===== config.mk =====
export PLATFORM = sky130hd
export DESIGN_NAME = matmul_ctrl_flat
export DESIGN_NICKNAME = d
export VERILOG_FILES = /design/src/rtl/matmul_ctrl_if.sv /design/src/rtl/matmul_ctrl.sv /design/src/flat_wrapper.sv
export SDC_FILE = /design/constraint.sdc
export NUM_CORES = 1
export LEC_CHECK = 0
export BUFFER_PORTS_ARGS = -buffer_cell sky130_fd_sc_hd__buf_2
export CORE_MARGIN = 3
export CORE_UTILIZATION = 31
export CTS_CLUSTER_DIAMETER = 120
export DETAILED_ROUTE_END_ITERATION = 8
export GPL_TIMING_DRIVEN = 1
export MAX_ROUTING_LAYER = met4
export PLACE_DENSITY_LB_ADDON = 0.2
export SYNTH_ARGS = -nofsm -noshare
export SYNTH_HDL_FRONTEND = slang
export SYNTH_SLANG_ARGS = --single-unit
export TNS_END_PERCENT = 100

===== constraint.sdc =====
create_clock -name clk -period 4.6 [get_ports clk]
set_input_delay 0.23 -clock clk [delete_from_list [all_inputs] [get_ports clk]]
set_output_delay 0.23 -clock clk [all_outputs]
set_load 0.02 [all_outputs]

===== src/rtl/matmul_ctrl_if.sv =====
// Handshake and memory/MAC control bundle between matmul_ctrl and its surroundings.
// The slave side is the controller; the master side drives job requests and input beats.
interface matmul_ctrl_if #(
    parameter int AW = 4
);
    logic          start;
    logic          abort;
    logic          in_valid;
    logic          wr_en;
    logic          mem_sel;
    logic [AW-1:0] wr_addr;
    logic [AW-1:0] rd_addr_a;
    logic [AW-1:0] rd_addr_b;
    logic          mac_en;
    logic          mac_clr;
    logic          out_valid;
    logic [AW-1:0] out_row;
    logic [AW-1:0] out_col;
    logic          busy;
    logic          done;

    modport master (
        output start, abort, in_valid,
        input  wr_en, mem_sel, wr_addr, rd_addr_a, rd_addr_b,
               mac_en, mac_clr, out_valid, out_row, out_col, busy, done
    );

    modport slave (
        input  start, abort, in_valid,
        output wr_en, mem_sel, wr_addr, rd_addr_a, rd_addr_b,
               mac_en, mac_clr, out_valid, out_row, out_col, busy, done
    );
endinterface


===== src/rtl/matmul_ctrl.sv =====
// Sequencer for an NxN matrix multiply: loads A then B from a byte stream, walks
// (i,j,k) over the operand memories and steers a MAC through its read latency.
module matmul_ctrl #(
    parameter int N  = 3,
    parameter int AW = 4
) (
    input  logic          clk,
    input  logic          rst,
    matmul_ctrl_if.slave  bus
);
    localparam logic [2:0] IDLE   = 3'd0;
    localparam logic [2:0] LOAD_A = 3'd1;
    localparam logic [2:0] LOAD_B = 3'd2;
    localparam logic [2:0] MAC    = 3'd3;
    localparam logic [2:0] FLUSH1 = 3'd4;
    localparam logic [2:0] FLUSH2 = 3'd5;

    localparam logic [AW-1:0] NA      = AW'(N);
    localparam logic [AW-1:0] NM1     = AW'(N - 1);
    localparam logic [AW-1:0] LAST_LD = AW'(N * N - 1);

    logic [2:0]    state;
    logic [AW-1:0] ld_cnt, i_cnt, j_cnt, k_cnt;

    // Stage 1 lines up with the memory read data, stage 2 with the MAC result.
    logic          mac_en_q, mac_clr_q, last_q1, ov_q;
    logic [AW-1:0] row_q1, col_q1, row_q2, col_q2;

    logic in_load, in_mac, beat, last_k, last_j, last_i;

    assign in_load = (state == LOAD_A) || (state == LOAD_B);
    assign in_mac  = (state == MAC);
    assign beat    = in_load && bus.in_valid;
    assign last_k  = (k_cnt == NM1);
    assign last_j  = (j_cnt == NM1);
    assign last_i  = (i_cnt == NM1);

    always_ff @(posedge clk) begin
        if (!rst || bus.abort) begin
            state     <= IDLE;
            ld_cnt    <= '0;
            i_cnt     <= '0;
            j_cnt     <= '0;
            k_cnt     <= '0;
            mac_en_q  <= 1'b0;
            mac_clr_q <= 1'b0;
            last_q1   <= 1'b0;
            ov_q      <= 1'b0;
            row_q1    <= '0;
            col_q1    <= '0;
            row_q2    <= '0;
            col_q2    <= '0;
        end else begin
            mac_en_q  <= in_mac;
            mac_clr_q <= in_mac && (k_cnt == '0);
            last_q1   <= in_mac && last_k;
            row_q1    <= i_cnt;
            col_q1    <= j_cnt;
            ov_q      <= last_q1;
            row_q2    <= row_q1;
            col_q2    <= col_q1;

            case (state)
                IDLE: if (bus.start) state <= LOAD_A;
                LOAD_A, LOAD_B: begin
                    if (beat) begin
                        if (ld_cnt == LAST_LD) begin
                            ld_cnt <= '0;
                            state  <= (state == LOAD_A) ? LOAD_B : MAC;
                        end else begin
                            ld_cnt <= ld_cnt + 1'b1;
                        end
                    end
                end
                MAC: begin
                    // k innermost, then j, then i
                    if (!last_k) begin
                        k_cnt <= k_cnt + 1'b1;
                    end else begin
                        k_cnt <= '0;
                        if (!last_j) begin
                            j_cnt <= j_cnt + 1'b1;
                        end else begin
                            j_cnt <= '0;
                            if (!last_i) begin
                                i_cnt <= i_cnt + 1'b1;
                            end else begin
                                i_cnt <= '0;
                                state <= FLUSH1;
                            end
                        end
                    end
                end
                FLUSH1:  state <= FLUSH2;
                FLUSH2:  state <= IDLE;
                default: state <= IDLE;
            endcase
        end
    end

    // Outputs are gated by rst so they read 0 for the whole reset cycle, not just after it.
    assign bus.wr_en     = rst && beat;
    assign bus.mem_sel   = rst && (state == LOAD_B);
    assign bus.wr_addr   = bus.wr_en ? ld_cnt : '0;
    assign bus.rd_addr_a = (rst && in_mac) ? i_cnt * NA + k_cnt : '0;
    assign bus.rd_addr_b = (rst && in_mac) ? k_cnt * NA + j_cnt : '0;
    assign bus.mac_en    = rst && mac_en_q;
    assign bus.mac_clr   = rst && mac_clr_q;
    assign bus.out_valid = rst && ov_q;
    assign bus.out_row   = bus.out_valid ? row_q2 : '0;
    assign bus.out_col   = bus.out_valid ? col_q2 : '0;
    assign bus.busy      = rst && (state != IDLE);
    assign bus.done      = rst && (state == FLUSH2);
endmodule


===== src/flat_wrapper.sv =====
// flat-port wrapper written by rule: the top's interface ports become plain ports
module matmul_ctrl_flat 
#(
    parameter int N  = 3,
    parameter int AW = 4
)
  (clk, rst, bus_start, bus_abort, bus_in_valid, bus_wr_en, bus_mem_sel, bus_wr_addr, bus_rd_addr_a, bus_rd_addr_b, bus_mac_en, bus_mac_clr, bus_out_valid, bus_out_row, bus_out_col, bus_busy, bus_done);
  matmul_ctrl_if #(.AW(AW)) bus_i ();
  input  logic clk;
  input  logic rst;
  input wire logic [$bits(bus_i.start)-1:0] bus_start;
  input wire logic [$bits(bus_i.abort)-1:0] bus_abort;
  input wire logic [$bits(bus_i.in_valid)-1:0] bus_in_valid;
  output wire logic [$bits(bus_i.wr_en)-1:0] bus_wr_en;
  output wire logic [$bits(bus_i.mem_sel)-1:0] bus_mem_sel;
  output wire logic [$bits(bus_i.wr_addr)-1:0] bus_wr_addr;
  output wire logic [$bits(bus_i.rd_addr_a)-1:0] bus_rd_addr_a;
  output wire logic [$bits(bus_i.rd_addr_b)-1:0] bus_rd_addr_b;
  output wire logic [$bits(bus_i.mac_en)-1:0] bus_mac_en;
  output wire logic [$bits(bus_i.mac_clr)-1:0] bus_mac_clr;
  output wire logic [$bits(bus_i.out_valid)-1:0] bus_out_valid;
  output wire logic [$bits(bus_i.out_row)-1:0] bus_out_row;
  output wire logic [$bits(bus_i.out_col)-1:0] bus_out_col;
  output wire logic [$bits(bus_i.busy)-1:0] bus_busy;
  output wire logic [$bits(bus_i.done)-1:0] bus_done;
  assign bus_i.start = bus_start;
  assign bus_i.abort = bus_abort;
  assign bus_i.in_valid = bus_in_valid;
  assign bus_wr_en = bus_i.wr_en;
  assign bus_mem_sel = bus_i.mem_sel;
  assign bus_wr_addr = bus_i.wr_addr;
  assign bus_rd_addr_a = bus_i.rd_addr_a;
  assign bus_rd_addr_b = bus_i.rd_addr_b;
  assign bus_mac_en = bus_i.mac_en;
  assign bus_mac_clr = bus_i.mac_clr;
  assign bus_out_valid = bus_i.out_valid;
  assign bus_out_row = bus_i.out_row;
  assign bus_out_col = bus_i.out_col;
  assign bus_busy = bus_i.busy;
  assign bus_done = bus_i.done;
  matmul_ctrl #(.N(N), .AW(AW)) u_core (.clk(clk), .rst(rst), .bus(bus_i));
endmodule

## Yosys cells after proc, flatten, opt, wreduce, memory -nomap -nowiden

Index checks and enable logic that the tools add are counted.
W data, S select, Z words.

| storage, ports and cells | value |
|---|---|
| logic and storage cells | 75 |
| output and inout port bits | 27 |
| input port bits | 5 |
| register bits after elaboration | 39 |

| operators by class | value |
|---|---|
| add/sub/neg operators | 6 |
| reductions and logical operators | 22 |
| equal/unequal tests | 15 |
| mux-type cells | 17 |
| $mul | 2 |

Operator list:

| operator | count |
|---|---|
| $mux W4 | 9 |
| $mux W3 | 6 |
| $add A4 B1 Y4 const B | 4 |
| $eq A4 B2 Y1 const B | 3 |
| $pmux W3 S4 | 1 |
| $logic_and A1 B1 Y1 | 11 |
| $add A4 B4 Y4 | 2 |
| $mul A4 B2 Y4 const B | 2 |
| $ne A2 B2 Y1 const B | 4 |
| $eq A3 B2 Y1 const B | 2 |
| $eq A3 B3 Y1 const B | 2 |
| $reduce_and A6 Y1 | 1 |
| $eq A4 B4 Y1 const B | 1 |
| $logic_not A4 Y1 | 1 |
| $ne A2 B1 Y1 const B | 2 |
| $reduce_and A2 Y1 | 2 |
| $eq A3 B1 Y1 const B | 1 |
| $logic_not A3 Y1 | 1 |
| $reduce_and A3 Y1 | 1 |
| $reduce_bool A3 Y1 | 1 |
| $logic_or A1 B1 Y1 | 2 |
| $reduce_or A2 Y1 | 1 |
| $logic_not A1 Y1 | 1 |
| $mux W1 | 1 |

## Depth between registers and ports, before layout

| logic depth | value |
|---|---|
| word-level depth | 5 |
| depth in mapped cells | 7 |
| depth with buffers taken out | 7 |

## Worst setup path after synthesis

OpenSTA, ideal clock, no wires.

| timing path | value |
|---|---|
| kind | register to output |
| start point | register u_core.k_cnt[1] |
| end point | output port bus_rd_addr_a[3] |
| arrival | 2036 ps |
| path slack | 2334 ps |
| path buffers | 0 |
| cell stages (with the launch flop) | 8 |
| required time | 4370 ps |
| cells stage by stage | dfxtp_1 fa_1 ha_1 inv_1 fa_1 xnor2_1 xnor2_1 nor2_1 |

| on the way | value |
|---|---|
| longest elaborated chain between the ends | 2 |

Ends and longest elaborated chain:

| item | RTL line | RTL |
|---|---|---|
| start: declaration | matmul_ctrl.sv:23 | `logic [AW-1:0] ld_cnt, i_cnt, j_cnt, k_cnt;` |
| start signal: assignment | matmul_ctrl.sv:78 | `k_cnt <= k_cnt + 1'b1;` |
| $add A4 B4 Y4 | matmul_ctrl.sv:105 | `assign bus.rd_addr_a = (rst && in_mac) ? i_cnt * NA + k_cnt : '0;` |
| $mux W4 | matmul_ctrl.sv:105 |  |
| end: declaration | flat_wrapper.sv:17 | `output wire logic [$bits(bus_i.rd_addr_a)-1:0] bus_rd_addr_a;` |

No other way between the ends.

## Final worst setup path

| timing path | value |
|---|---|
| start point | register u_core.k_cnt[1] |
| end point | output port bus_rd_addr_b[3] |

| on the way | value |
|---|---|
| longest elaborated chain between the ends | 3 |

Ends and longest elaborated chain:

| item | RTL line | RTL |
|---|---|---|
| $mul A4 B2 Y4 | matmul_ctrl.sv:106 | `assign bus.rd_addr_b = (rst && in_mac) ? k_cnt * NA + j_cnt : '0;` |
| $add A4 B4 Y4 | matmul_ctrl.sv:106 |  |
| $mux W4 | matmul_ctrl.sv:106 |  |
| end: declaration | flat_wrapper.sv:18 | `output wire logic [$bits(bus_i.rd_addr_b)-1:0] bus_rd_addr_b;` |

No other way between the ends.

==> results.yml <==
run_status:
  status: "finished, final reports clean"
grt:
  grt_max_degree: 27
  track_usage_pct: 12.1
  use_met3_pct: 2.54
  grt_most_used_layer: "met2"
  grtUsageMet2_pct: 18.4
  grt_pass1_wl_mm: 7.10
  grt-ovfl-total: 0
  grt_pass1_vias: 1486
  met1_usage_pct: 15.9
  antenna_found_initial: 0
clocking:
  path_clk_slew_ps: 80
  htree_levels: 2
  clk_latency_ps: 290
  clockBufferDepth: 2
  cts_resized: 0
  cts.sinks: 39
  cts_tree: "built"
  post_cts_buffers: 0
  hold_buffers: 0
  root_buffer: "clkbuf_8"
  cts_buffers: 5
pwr:
  power_density_mw_per_mm2: 267
  p_switching_w: 0.000136
  irDropWorstVdd_uv: 98.0
  swShare_pct: 21.2
  p_clk_share_pct: 44.5
  combPwrFrac_pct: 2.5
  leakagePower_nw: 1.07
  p_seq_share_pct: 53.0
  p_int_w: 0.000504
sta:
  fmax_mhz: 380
  rsz0062_at_grt: "no"
  fin_crit_ps: 2630
  slew_viol_final: 0
  finalHoldViolations: 0
  maxSlewHeadroom_pct: 40.2
  final.period_utilization_pct: 57.2
  fin_tns_setup_ps: 0
  fin_worst_skew_ps: 4.27
  setup_viol: 0
  hold_slack_ps: 167
  worstMarginPinSlew_ps: 897
routing:
  viasPerCell: 4.70
  drc: 0
  ant_nets: 0
  wl_per_cell_um: 12.4
  drt_pass1_iterations: 4
  vias: 1565
  drt_wl_total_mm: 4.13
  drt_iter0_markers: 47
synth:
  synth.distinct_cells: 42
  synth_nets: 253
  syn_avg_cell_area_um2: 9.18
  syn_area_mm2: 0.00208
  synthAdderAreaFrac_pct: 14.8
  synthXorXnorAreaFrac_pct: 5.04
  synth_cells: 227
  ys_seq_area_share_pct: 37.5
  yosys.area_share.simple_pct: 25.8
  yosys_warnings: 0
  synth_mux_area_share_pct: 1.92
  synth_top_family_by_area: "simple AND/OR/NAND/NOR gates"
  synth_compound_area_share_pct: 9.12
  ys_seq_elements: 39
placement:
  io_buffers: 31
  hpwl_mm: 2.95
  dp_cells: 325
  place.gp.congestion: 0.781
layout:
  diodes: 0
  final_util_pct: 37.3
  drive_gt1_share_pct: 17.6
  instances_no_fill: 333
  nets: 281
  syn_to_final_growth_pct: 14.8
  n_fill_cell: 661
floorplanning:
  die_height_um: 88
  start_util_pct: 32.5
  core.rowCount: 29
  core_area_mm2: 0.00642
  ios: 32
  die_area_mm2: 0.00774
  die_w_um: 88
critical_path:
  cp.arrival_ps: 2400
  cp_max_fo: 8
  path_class: "reg -> out"
  r2r_slack_ps: 2740
  cp.required_ps: 4370
  cp-end-kind: "output pin"
  worst_setup_path_start_kind: "flop"
flow_run:
  drv_cap: 0
min_path:
  hold_class: "in -> reg"
==> layer usage <==
metal | part of all wire [%] | up-vias
met5 | 0 | -
met4 | 1.2 | 0
met3 | 5.1 | 5
met2 | 43 | 42
met1 | 51 | 698
li1 | - | 820
==> placed cells by master (no fill, tap or decap), drive strengths merged, types with 2 or more instances in the layout <==
cell,Yosys,routed
dfxtp,39,39
buf,4,31
and2,20,20
nor2,20,20
inv,18,18
and3,18,18
ha,15,15
nand2,12,12
a21oi,12,12
xnor2,8,8
nor3,7,7
fa,6,6
clkbuf,6,5
xor2,4,4
o21ai,4,4
mux2i,4,4
nand3,3,3
nand4,3,3
o31a,2,2
a21o,2,2
or3,2,2
a31oi,2,2
clkinv,0,2
==> area by class of cell <==
class | instances | area (um2) | share of cell area (%)
Timing Repair Buffer | 31 | 155 | 6.48
Sequential cell | 39 | 781 | 32.6
Clock inverter | 3 | 43.8 | 1.83
Tap cell | 77 | 96.3 | 4.03
Clock buffer | 5 | 68.8 | 2.88
Inverter | 18 | 67.6 | 2.82
Multi-Input combinational cell | 160 | 1180 | 49.3
==> worst max-delay path, cell delays in order (launching register included) <==
cell     delay, ps
dfxtp_1        430
fa_1           560
ha_1           140
inv_1           50
fa_1           370
xnor2_1        200
xnor2_1        140
nor2_1          50
buf_2          160
==> power by group through the flow <==
stage	Combinational [W]	Sequential [W]	Clock [W]
floorplan	0.0000120	0.000346	0
global placement	0.0000162	0.000347	0
detailed placement	0.0000164	0.000347	0
CTS	0.0000165	0.000339	0.000295
global route	0.0000177	0.000339	0.000308
finish	0.0000158	0.000339	0.000284
==> kinds of logic (layout without fill, tap and decap cells) <==
logic type / after synthesis / count (layout)
adders and majority gates: 21 / 21
DFF: 39 / 39
AOI/OAI and AO/OA: 29 / 29
muxes: 4 / 4
and+or+nand+nor: 94 / 94
xor gates and xnor gates: 12 / 12
buffers and inverters: 28 / 57
==> path summary, 6_finish.rpt <==
check / startpoint / end / cells past startpoint
worst max-delay path: u_core.k_cnt[1] / bus_rd_addr_b[3] / 8
worst min-delay path: bus_abort / u_core.mac_en_q / 2
worst max register to register: u_core.k_cnt[1] / u_core.state[0] / 5
worst min register to register: u_core.row_q1[0] / u_core.row_q2[0] / 1
==> cell usage after synthesis <==
cell / instances / area (um2)
a311oi_1: 1 / 8.76
mux2i_1: 4 / 40.0
nand2_1: 12 / 45.0
nand4b_1: 1 / 8.76
nor2_2: 1 / 6.26
nor3_2: 1 / 10.0
o21a_1: 1 / 7.51
nor2b_1: 1 / 6.26
and2_1: 19 / 119
xor2_1: 4 / 35.0
xnor2_1: 8 / 70.1
o21ai_0: 4 / 20.0
buf_2: 2 / 10.0
or4b_4: 1 / 13.8
nor4b_1: 1 / 8.76
o21bai_1: 1 / 7.51
and2_2: 1 / 7.51
nor4_4: 1 / 21.3
a31oi_1: 2 / 12.5
ha_1: 15 / 188
clkbuf_1: 6 / 22.5
a211oi_1: 1 / 7.51
nand3_1: 3 / 15.0
nor3_1: 6 / 30.0
buf_6: 2 / 22.5
o31a_1: 2 / 17.5
and4_1: 1 / 8.76
inv_1: 18 / 67.6
a41oi_1: 1 / 8.76
a21o_1: 2 / 15.0
a21oi_1: 12 / 60.1
nand2b_1: 1 / 6.26
nand3b_1: 1 / 7.51
nand4_1: 3 / 18.8
nor2_1: 19 / 71.3
or3_1: 2 / 12.5
o41ai_2: 1 / 16.3
o32ai_1: 1 / 8.76
fa_1: 6 / 120
and3b_1: 1 / 8.76
and3_1: 18 / 113
dfxtp_1: 39 / 781
==> through the flow <==
step | area (um2) | worst slack, ps | power (W)
after floorplan | 2080 | 2330 | 0.000358
after global placement | 2280 | 2310 | 0.000363
after detailed placement | 2280 | 2280 | 0.000363
after CTS | 2390 | 1940 | 0.000651
after global routing | 2390 | 1780 | 0.000665
final | 2390 | 1970 | 0.000639
==> registers in the layout, indices dropped and copies added, names as in the netlist <==
signal            count
u_core.col_q1         4
u_core.ld_cnt         4
u_core.k_cnt          4
u_core.state          3
u_core.row_q2         4
u_core.mac_en_q       1
u_core.row_q1         4
u_core.col_q2         4
u_core.i_cnt          4
u_core.ov_q           1
u_core.last_q1        1
u_core.mac_clr_q      1
u_core.j_cnt          4
(Power assumes the default switching activity.)
